`config.mk`:
```
export PLATFORM = sky130hd
export DESIGN_NAME = imem_loader
export DESIGN_NICKNAME = d
export VERILOG_FILES = /design/src/rtl/imem_loader_pkg.sv /design/src/rtl/imem_loader_byte_packer.sv /design/src/rtl/imem_loader.sv
export SDC_FILE = /design/constraint.sdc
export NUM_CORES = 1
export LEC_CHECK = 0
export ABC_CLOCK_PERIOD_IN_PS = 2300
export CORE_ASPECT_RATIO = 1.25
export CORE_MARGIN = 5
export CORE_UTILIZATION = 49
export DETAILED_ROUTE_END_ITERATION = 8
export HOLD_SLACK_MARGIN = 0.02
export PLACE_DENSITY = 0.75
export SLEW_MARGIN = 5
export SYNTH_ARGS = -nofsm -noshare
export SYNTH_HDL_FRONTEND = slang
export SYNTH_SLANG_ARGS = --single-unit
```
`constraint.sdc`:
```
create_clock -name clk -period 2.3 [get_ports clk]
set_clock_uncertainty 0.2 [all_clocks]
set_input_delay 0.345 -clock clk [delete_from_list [all_inputs] [get_ports clk]]
set_output_delay 0.345 -clock clk [all_outputs]
set_load 0.01 [all_outputs]
```
`src/rtl/imem_loader_pkg.sv`:
```
// Shared definitions for the instruction-memory boot loader.
package imem_loader_pkg;

  localparam int unsigned BYTE_W    = 8;
  localparam int unsigned HDR_BYTES = 2;
  localparam int unsigned HDR_W     = HDR_BYTES * BYTE_W;

  typedef enum logic [2:0] {
    ST_HDR0  = 3'd0,
    ST_HDR1  = 3'd1,
    ST_DATA  = 3'd2,
    ST_WRITE = 3'd3,
    ST_DONE  = 3'd4,
    ST_ERR   = 3'd5
  } state_t;

endpackage

```
`src/rtl/imem_loader_byte_packer.sv`:
```
// Big-endian byte packer: 2-bit byte index plus the bytes of the word in flight.
// The fourth byte completes the word as it is accepted, so only the first
// three bytes are held; word presents {held bytes, in_byte}.
module byte_packer
  import imem_loader_pkg::*;
(
  input  logic              clk,
  input  logic              rst,
  input  logic              clr,
  input  logic              shift_en,
  input  logic [BYTE_W-1:0] in_byte,
  output logic [31:0]       word,
  output logic              last
);

  logic [1:0]            r_idx;
  logic [3*BYTE_W-1:0]   r_sr;

  // byte index and shift register; clr abandons any partial word
  always_ff @(posedge clk) begin
    if (!rst) begin
      r_idx <= '0;
      r_sr  <= '0;
    end else if (clr) begin
      r_idx <= '0;
      r_sr  <= '0;
    end else if (shift_en) begin
      r_idx <= r_idx + 2'd1;
      r_sr  <= {r_sr[2*BYTE_W-1:0], in_byte};
    end
  end

  assign word = {r_sr, in_byte};
  assign last = (r_idx == 2'd3);

endmodule

```
`src/rtl/imem_loader.sv`:
```
// Boot-time instruction-memory writer: takes a length-prefixed byte stream,
// packs it big-endian into 32-bit words, writes them from address 0 and
// holds the CPU in reset until the image is complete.
module imem_loader
  import imem_loader_pkg::*;
#(
  parameter int unsigned ADDR_W = 8
) (
  input  logic              clk,
  input  logic              rst,
  input  logic [7:0]        in_data,
  input  logic              in_valid,
  output logic              in_ready,
  input  logic              start,
  output logic              imem_we,
  output logic [ADDR_W-1:0] imem_addr,
  output logic [31:0]       imem_wdata,
  output logic              cpu_rst,
  output logic              done,
  output logic              err
);

  localparam int unsigned      CNT_W    = HDR_W + 1;
  localparam logic [CNT_W-1:0] CAPACITY = CNT_W'(1) << ADDR_W;

  state_t              r_state;
  logic                r_in_ready;
  logic                r_imem_we;
  logic [ADDR_W-1:0]   r_imem_addr;
  logic [31:0]         r_imem_wdata;
  logic                r_cpu_rst;
  logic                r_done;
  logic                r_err;
  logic [HDR_W-1:0]    r_n;
  // one bit wider than the address so a full-capacity image never wraps
  logic [ADDR_W:0]     r_word_cnt;

  logic                w_accept;
  logic                w_restart;
  logic                w_pk_shift;
  logic                w_pk_clr;
  logic                w_pk_last;
  logic [31:0]         w_pk_word;
  logic [HDR_W-1:0]    w_hdr_n;
  logic [CNT_W-1:0]    w_cnt_inc;
  logic                w_last_word;

  assign w_accept    = in_valid && r_in_ready;
  assign w_restart   = start && ((r_state == ST_DONE) || (r_state == ST_ERR));
  assign w_pk_shift  = w_accept && (r_state == ST_DATA);
  assign w_pk_clr    = (r_state == ST_WRITE) || w_restart;
  assign w_hdr_n     = {r_n[HDR_W-1:BYTE_W], in_data};
  assign w_cnt_inc   = CNT_W'(r_word_cnt) + CNT_W'(1);
  assign w_last_word = (w_cnt_inc == CNT_W'(r_n));

  byte_packer u_packer (
    .clk      (clk),
    .rst      (rst),
    .clr      (w_pk_clr),
    .shift_en (w_pk_shift),
    .in_byte  (in_data),
    .word     (w_pk_word),
    .last     (w_pk_last)
  );

  // load FSM; every output is registered and set on the edge entering its state
  always_ff @(posedge clk) begin
    if (!rst) begin
      r_state      <= ST_HDR0;
      r_in_ready   <= 1'b0;
      r_imem_we    <= 1'b0;
      r_imem_addr  <= '0;
      r_imem_wdata <= '0;
      r_cpu_rst    <= 1'b1;
      r_done       <= 1'b0;
      r_err        <= 1'b0;
      r_n          <= '0;
      r_word_cnt   <= '0;
    end else begin
      r_imem_we <= 1'b0;
      unique case (r_state)
        ST_HDR0: begin
          r_in_ready <= 1'b1;
          if (w_accept) begin
            r_n[HDR_W-1:BYTE_W] <= in_data;
            r_state             <= ST_HDR1;
          end
        end
        ST_HDR1: begin
          if (w_accept) begin
            r_n[BYTE_W-1:0] <= in_data;
            if (w_hdr_n == '0) begin
              r_state    <= ST_DONE;
              r_in_ready <= 1'b0;
              r_done     <= 1'b1;
              r_cpu_rst  <= 1'b0;
            end else if (CNT_W'(w_hdr_n) > CAPACITY) begin
              r_state    <= ST_ERR;
              r_in_ready <= 1'b0;
              r_err      <= 1'b1;
            end else begin
              r_state <= ST_DATA;
            end
          end
        end
        ST_DATA: begin
          if (w_accept && w_pk_last) begin
            r_state      <= ST_WRITE;
            r_in_ready   <= 1'b0;
            r_imem_we    <= 1'b1;
            r_imem_addr  <= r_word_cnt[ADDR_W-1:0];
            r_imem_wdata <= w_pk_word;
          end
        end
        ST_WRITE: begin
          r_word_cnt <= r_word_cnt + (ADDR_W+1)'(1);
          if (w_last_word) begin
            r_state   <= ST_DONE;
            r_done    <= 1'b1;
            r_cpu_rst <= 1'b0;
          end else begin
            r_state    <= ST_DATA;
            r_in_ready <= 1'b1;
          end
        end
        ST_DONE, ST_ERR: begin
          if (start) begin
            r_state    <= ST_HDR0;
            r_in_ready <= 1'b1;
            r_done     <= 1'b0;
            r_err      <= 1'b0;
            r_cpu_rst  <= 1'b1;
            r_word_cnt <= '0;
          end
        end
        default: begin
          r_state    <= ST_HDR0;
          r_in_ready <= 1'b0;
        end
      endcase
    end
  end

  assign in_ready   = r_in_ready;
  assign imem_we    = r_imem_we;
  assign imem_addr  = r_imem_addr;
  assign imem_wdata = r_imem_wdata;
  assign cpu_rst    = r_cpu_rst;
  assign done       = r_done;
  assign err        = r_err;

endmodule

```
* Word level (Yosys, flattened, before mapping)
Index checks and enable logic that the tools add are counted.
Word-level totals: word-level logic and storage cells 88, input port bits 12, register bits after elaboration 99
Cells by class: muxes and demuxes 31, magnitude comparators 1, reduce and logical (&&, ||, !) cells 22, bitwise operators 1, add/subtract/negate cells 3, equal/unequal tests 17
Operators by type and width (count):
- 3-bit two-way mux | 7
- 9-bit case mux with 2 select lines | 1
- 1-bit two-way mux | 17
- 10-bit by 16-bit == test with 1-bit output | 1
- 16-bit by 9-bit greater-than comparator with 1-bit output, second input constant | 1
- 16-bit logical NOT | 1
- 2-bit inequality test, second input constant | 8
- 3-bit case mux with 5 select lines | 1
- 5-bit AND reduction | 3
- 9-bit by 1-bit adder with 10-bit output, second input constant | 1
- 2-bit AND reduction | 5
- 9-bit by 1-bit adder with 9-bit output, second input constant | 1
- 9-bit two-way mux | 1
- 3-bit by 2-bit == test with 1-bit output, second input constant | 2
- 3-bit == test, second input constant | 2
- 1-bit case mux with 3 select lines | 2
- 1-bit case mux with 5 select lines | 1
- 1-bit logical AND | 4
- 4-bit AND reduction | 1
- 2-bit nonzero test | 2
- 2-bit OR reduction | 2
- 3-bit by 1-bit == test with 1-bit output, second input constant | 1
- 3-bit logical NOT | 1
- 3-bit inequality test, second input constant | 1
- other kinds (7) | 8

* Longest topological paths before layout
Gate-level depths: netlist of the first run.
depth after elaboration 5, mapped depth 8, mapped depth without buffers 7

* Modules after synthesis
From an unflattened synthesis of the first run, not the netlist that was laid out.
Unflattened totals: cell total of the unflattened synthesis 490, area, all modules 4219.0 um^2
By module, submodules not included:
- imem_loader | area each 3189.3 um^2, times used 1, sequential area each 1461.4 um^2, cells each 396
- byte_packer | area each 1029.7 um^2, times used 1, sequential area each 520.5 um^2, cells each 94

* Worst setup path before layout of the first run
No wires, ideal clock.
path type register -> register, from reg r_word_cnt[1], to reg r_state[1], data required time 1974 ps, slack 155 ps, path buffers 0, cell stages (with the launch flop) 8, arrival time 1819 ps, cell sequence dfxtp_1 -> ha_1 -> xnor2_1 -> o311ai_1 -> a2111oi_2 -> nand3_1 -> o41ai_1 -> a21oi_1
Between the ends: word-level cells in the longest chain between the ends 4
Ends and longest elaborated chain:
- start: declaration | RTL line imem_loader.sv:36 | logic [ADDR_W:0] r_word_cnt;
- start signal: assignment | RTL line imem_loader.sv:116 | r_word_cnt <= r_word_cnt + (ADDR_W+1)'(1);
- 9-bit by 1-bit adder with 10-bit output | RTL line imem_loader.sv:53 | assign w_cnt_inc = CNT_W'(r_word_cnt) + CNT_W'(1);
- 10-bit by 16-bit == test with 1-bit output | RTL line imem_loader.sv:54 | assign w_last_word = (w_cnt_inc == CNT_W'(r_n));
- 3-bit two-way mux | RTL line imem_loader.sv:117 | if (w_last_word) begin
- 3-bit case mux with 5 select lines | RTL line imem_loader.sv:81 | unique case (r_state)
- end signal: assignment | RTL line imem_loader.sv:86 | r_state <= ST_HDR1;
- end signal: assignment | RTL line imem_loader.sv:118 | r_state <= ST_DONE;
- end signal: assignment | RTL line imem_loader.sv:122 | r_state <= ST_DATA;
- end: declaration | RTL line imem_loader.sv:26 | state_t r_state;
Every way passes these cells. A chain may end at the register's enable or synchronous reset.

* Worst setup path after layout of the first run
from reg r_word_cnt[0], to reg r_cpu_rst (netlist: cpu_rst)
Between the ends: word-level cells in the longest chain between the ends 4
Ends and longest elaborated chain:
- 9-bit by 1-bit adder with 10-bit output | RTL line imem_loader.sv:53
- 10-bit by 16-bit == test with 1-bit output | RTL line imem_loader.sv:54
- 2-bit inequality test (no line)
- 5-bit AND reduction (no line)
- end signal: assignment | RTL line imem_loader.sv:74 | r_cpu_rst <= 1'b1;
- end signal: assignment | RTL line imem_loader.sv:96 | r_cpu_rst <= 1'b0;
- end signal: assignment | RTL line imem_loader.sv:120 | r_cpu_rst <= 1'b0;
- end: declaration | RTL line imem_loader.sv:31 | logic r_cpu_rst;
Every way passes these cells.

==> results.toml, run 1 <==
[outcome]
status = "finished, final reports clean"

[finish]
finalInstanceArea_mm2 = 0.00543
multi_input_area_mm2 = 0.00218
regArea_mm2 = 0.00198
nets = 597
fin_cells = 708
n_antenna_cell = 0
fillCellCount = 742
syn2layout_area_growth_pct = 26.5
final_common_cell = "nand2_1"
layout_common_cells = "nand2_1, dfxtp_1, clkdlybuf4s50_1, buf_4, a21oi_1"
finish.utilization_pct = 63.1
drive_gt1_share_pct = 12.9

[synthesis]
synth_nets = 531
avgSynthCellArea_um2 = 8.30
syn_area_mm2 = 0.00429
synth_edf_count = 0
ys_seq_elements = 99
synth_top_flop_cell = "dfxtp_1"
yosys-top-cells-area = "dfxtp_1, nand2_1, a21boi_0"
synth_top_area_share_pct = 46.2
yosys.cell_types.count = 58
synthArstFlopShare_pct = 0
ys_seq_area_share_pct = 46.2
post-synth-top-area-cell = "dfxtp_1"
synth_cells = 517
ys_warn_count = 0

[setup_path]
slowest_stage = "dfxtp_1"
worst-r2r-cell-count = 8
startpoint_type = "flop"
critPathMaxStageDelay_ps = 340
critical-path-top-delay-family = "simple AND/OR/NAND/NOR gates"
r2r_slack_ps = 50
crit_required_ps = 2360
r2r-end = "cpu_rst"
endpoint_kind = "flop"
r2r_start = "r_word_cnt[0]"
crit_fanout = 8
path_common_cell = "buf_4"
path_cells = "buf_4 -> nand4_1 -> o21a_1 -> nor4_2 -> nor3b_2 -> buf_4 -> nor4_4 -> o21ai_0"
path_buf_inv = 2
crit_arrival_ps = 2320
worst-setup-path-type = "reg2reg"

[sta]
worst-slew-pin-transition_ps = 482
setup_tns_ps = 0
hold_viol_final = 0
rsz0062_at_grt = "true"
relSlewSlack_pct = 67.8
setup_viol = 0
setup_slack_ps = 45.0
period_needed_ps = 2250
drv_slew = 0
post-route-period-util_pct = 98.0
fmax_mhz = 443

[placed_design]
dp_cells = 690
numPortBuffers = 56
dp_slack_ps = -117
dpl.hpwl_um = 7320
gp_congestion = 0.883
placed_cell_area_mm2 = 0.00509

[routing]
via_per_inst = 5.36
via_count = 3795
drtIter0Drc = 316
ant_nets = 0
drcViolationCount = 0
wire_per_inst_um = 14.6
firstDrtPassIters = 5
wirelength_um = 10300

[power]
power_leakage_nw = 1.91
vdd_drop_max_v = 0.000385
power_density_mw_per_mm2 = 596

[hold_path]
hold_class = "in2reg"
hold_path_startpoint = "rst"
holdPathEnd = "r_state[1]"
whs_path_depth = 3

[clock_tree]
clk-insertion-delay-late_ps = 380
cts_inserted_buffers = 9
clk_pin_slew_worst_paths_ps = 90
htreeDepth = 3
clockBufferDepth = 2
cts.root.buffer_cell = "clkbuf_8"
clock-sinks = 99
ctsHoldBuffers = 0
cts_tree = "done"

[global_route]
grt_use_met3_pct = 3.81
grt_busiest_layer = "met2"
grt_antenna_before_repair = 0
grt_max_degree = 35
grt_pass1_wl_um = 17200
grt-ovfl-total = 0
globalRouteMet1Util_pct = 25.4
met2_usage_pct = 33.0
grt_usage_pct = 20.1
grt_pass1_vias = 3643

[die]
core_mm2 = 0.00861
die-width_um = 93.7
io-pin-count = 57
fp.dieArea_mm2 = 0.0107
start_util_pct = 49.9
die_h_um = 115
std_cell_rows = 38

[flow_run]
drv_cap = 0
## worst register-to-register path, stage by stage, from the launching register on
cell	delay (ps)
dfxtp_1	340
buf_4	160
nand4_1	220
o21a_1	280
nor4_2	250
nor3b_2	80
buf_4	180
nor4_4	300
o21ai_0	140
## power breakdown
group | internal (mW) | switching [mW] | total [mW]
Sequential | 1.73 | 0.0149 | 1.74
Clock | 0.677 | 0.621 | 1.30
Combinational | 0.0940 | 0.102 | 0.196
## repair_timing
action / CTS / global route
endpoints found under the setup margin: 1 / 5
pin swaps: 0 / 7
resized for setup: 1 / 14
setup buffers: 0 / 2
## metal layers
metal,share of wire [%],wire (um),vias to the layer above
met2,49,5040,144
met1,43,4500,1753
met4,2.5,263,0
met5,0,0,-
li1,-,-,1877
met3,5.2,542,21
## cell families (layout without fill, tap and decap cells)
group	count (synthesis)	after routing	synth area share, %
AND/OR/NAND/NOR	227	227	24.2
AO/OA/AOI/OAI	115	115	17.9
flip-flops	99	99	46.2
buffers and inverters	47	118	4.96
multiplexers	16	16	3.73
XOR/XNOR	11	11	2.42
adder cells (fa/ha/maj)	2	2	0.583
## registers in the layout, summed over array words and instances (netlist names)
name            flops
err                 1
r_word_cnt          9
imem_wdata         32
r_n                16
cpu_rst             1
imem_addr           8
r_state             3
imem_we             1
done                1
u_packer.r_idx      2
u_packer.r_sr      24
in_ready            1
## metrics by stage
stage	total power, mW	hold slack (ps)
6_report	3.24	136
2_1_floorplan	1.88	231
4_1_cts	3.25	122
3_5_place_dp	1.97	246
5_1_grt	3.34	143
3_3_place_gp	1.96	243
## final cells by class
| class | instances | area share [%] |
|---|---|---|
| clock inverters | 5 | 1.54 |
| inverters | 9 | 0.622 |
| flip-flops and latches | 99 | 36.6 |
| well taps | 120 | 2.77 |
| repair buffers | 93 | 15.6 |
| multi-input cells | 371 | 40.1 |
| clock buffers | 11 | 2.79 |
## worst max-delay path by stage
stage,from,endpoint,slack [ps],cells after the start
final,r_word_cnt[0],cpu_rst,50,8
after global routing,r_word_cnt[1],r_state[1],-50,8
after CTS,r_word_cnt[0],cpu_rst,0.2,7
after detailed placement,in_data[7],cpu_rst,-120,7
after global placement,in_data[7],cpu_rst,-50,7
after floorplan,r_word_cnt[1],r_state[1],160,7
## synthesized netlist by cell type (all sizes together) (2+ instances only)
cell and count:
nand2 150, dfxtp 99, a21boi 41, a21oi 34
clkbuf 22, nor2b 17, buf 16, mux2i 16
nor2 16, o21ai 16, nor4 11, inv 9
nand3 7, xnor2 6, nand2b 5, xor2 5
nand4 4, nor3 4, o41ai 4, and3 2
ha 2, nand3b 2, o21a 2, o22ai 2
o31ai 2, or3 2, or4 2
Note: power is estimated with default switching activity, not from simulation.
==> inputs of run 2 (changes only) <==
REMOVE_ABC_BUFFERS = 1   (was not set)
==> run 2 against run 1 <==
  * Count of clock-buffer cells in the layout did not move
  * Routed wire length down 4.8%
  * Critical path depth shrank 1
  * Power fell by 1.6%
  * Fmax is 1.0% lower
  * Die area did not move
  * Cell area increased by 0.14%
  * First-iteration DRC count decreased by 39%
  * Non-clock buffer count rose by 3
  * Via count is 2.8% lower
  * Register-to-register slack lost 20 ps
  * Critical endpoint unchanged
  * Largest power group unchanged
  * Highest routed layer unchanged
==> results.toml, run 2 (synthesized netlist as in run 1, its figures left out) <==
[clock_tree]
cts_tree = "done"
clk-insertion-delay-late_ps = 370
htreeDepth = 3
cts_inserted_buffers = 9
clock-sinks = 99
cts.root.buffer_cell = "clkbuf_8"
clockBufferDepth = 2
clk_pin_slew_worst_paths_ps = 100

[setup_path]
crit_required_ps = 2350
worst-setup-path-type = "reg2reg"
startpoint_type = "flop"
slowest_stage = "a2111oi_4"
path_cells = "nor4_2 -> buf_4 -> nand2_1 -> a2111oi_4 -> nand3_2 -> nor4_4 -> o21ai_0"
crit_fanout = 4
crit_arrival_ps = 2330
endpoint_kind = "flop"
critPathMaxStageDelay_ps = 380

[die]
start_util_pct = 49.9
std_cell_rows = 38
fp.dieArea_mm2 = 0.0107
io-pin-count = 57
die_h_um = 115
core_mm2 = 0.00861
die-width_um = 93.7

[global_route]
grt_pass1_vias = 3462
grt_pass1_wl_um = 16200
grt_max_degree = 60
grt_usage_pct = 19.1
grt-ovfl-total = 0
grt_antenna_before_repair = 0

[finish]
finish.utilization_pct = 63.2
n_antenna_cell = 0
regArea_mm2 = 0.00198
largest_reg_flops = 32
drive_gt1_share_pct = 12.7
final_common_cell = "nand2_1"
multi_input_area_mm2 = 0.00216
syn2layout_area_growth_pct = 26.7
layout_common_cells = "nand2_1, dfxtp_1, clkdlybuf4s50_1, buf_4, a21oi_1"
nets = 600
fillCellCount = 754

[routing]
firstDrtPassIters = 4
via_count = 3690
wire_per_inst_um = 13.9
wirelength_um = 9850
drtIter0Drc = 192
drcViolationCount = 0
via_per_inst = 5.19
ant_nets = 0

[sta]
post-route-period-util_pct = 99.0
fmax_mhz = 439
rsz0062_at_grt = "true"
setup_tns_ps = 0
hold_viol_final = 0
period_needed_ps = 2280
drv_slew = 0
setup_viol = 0
worst-slew-pin-transition_ps = 492
setup_slack_ps = 22.3
relSlewSlack_pct = 66.6

[power]
vdd_drop_max_v = 0.000334
p_total_mw = 3.18
power_density_mw_per_mm2 = 586
power_leakage_nw = 1.93

[outcome]
status = "finished, final reports clean"

[placed_design]
numPortBuffers = 56
dpl.hpwl_um = 7070
gp_congestion = 0.862
dp_slack_ps = -167

[flow_run]
drv_cap = 0

[hold_path]
hold_class = "in2reg"
## run 2: cell types whose count changed in the layout (fill, tap and decap cells not counted), sizes merged
cell,previous run,this run
buf,38,41
clkinv,1,0
clkinvlp,1,2
## run 2: metrics by stage
step,hold slack (ps),std cells,instance area [um2]
6_report,89.3,711,5440
4_1_cts,83.0,710,5390
5_1_grt,112,711,5440
3_5_place_dp,240,694,5130
3_3_place_gp,238,694,5130
2_1_floorplan,231,479,4110
## run 2: worst max-delay path: cells and delay by family, from the launching register on
kind	cells	cell delay (ps)
DFF	1	340
AOI/OAI and AO/OA	2	510
and+or+nand+nor	4	940
buffers and inverters	1	160
## run 2: worst paths after layout
kind	startpoint	endpoint	slack (ps)	cells after the start
setup / recovery	r_n[10]	cpu_rst	20	7
hold / removal	rst	r_state[1]	90	3
setup reg to reg	r_n[10]	cpu_rst	20	7
hold reg to reg	u_packer.r_sr[22]	imem_wdata[30]	250	2
## run 2: repair_timing
item,4_1_cts,5_1_grt
setup buffers,0,1
pin swaps,2,2
hold buffers,0,0
endpoints found under the setup margin,3,5
hold endpoints to repair,0,0
resized for setup,6,6
## run 2: layout make-up
| type | count | share of cell area [%] |
|---|---|---|
| inverter | 9 | 0.621 |
| clock inverter | 5 | 1.54 |
| clock buffer | 11 | 2.60 |
| timing repair buffer | 96 | 16.2 |
| tap | 120 | 2.76 |
| sequential | 99 | 36.5 |
| multi-input combinational | 371 | 39.8 |
## run 2: power by group
part	internal (mW)	switching, mW	total (mW)	leakage, nW
sequential	1.73	0.0137	1.74	0.800
clock	0.646	0.596	1.24	0.106
combinational	0.0988	0.103	0.202	1.02
## run 2: layer usage
layer / up-vias / routed length, um / GRT usage [%]
li1: 1879 / - / -
met1: 1721 / 4360 / 23.5
met2: 72 / 4790 / 31.2
met3: 18 / 406 / 4.14
met4: 0 / 290 / 9.63
met5: - / 0 / 0
==> inputs of run 3 (changes only) <==
ABC_CLOCK_PERIOD_IN_PS = not set   (was 2300)
==> results of run 3 <==
Final layout, timing and power as in run 2 (identical DEF).
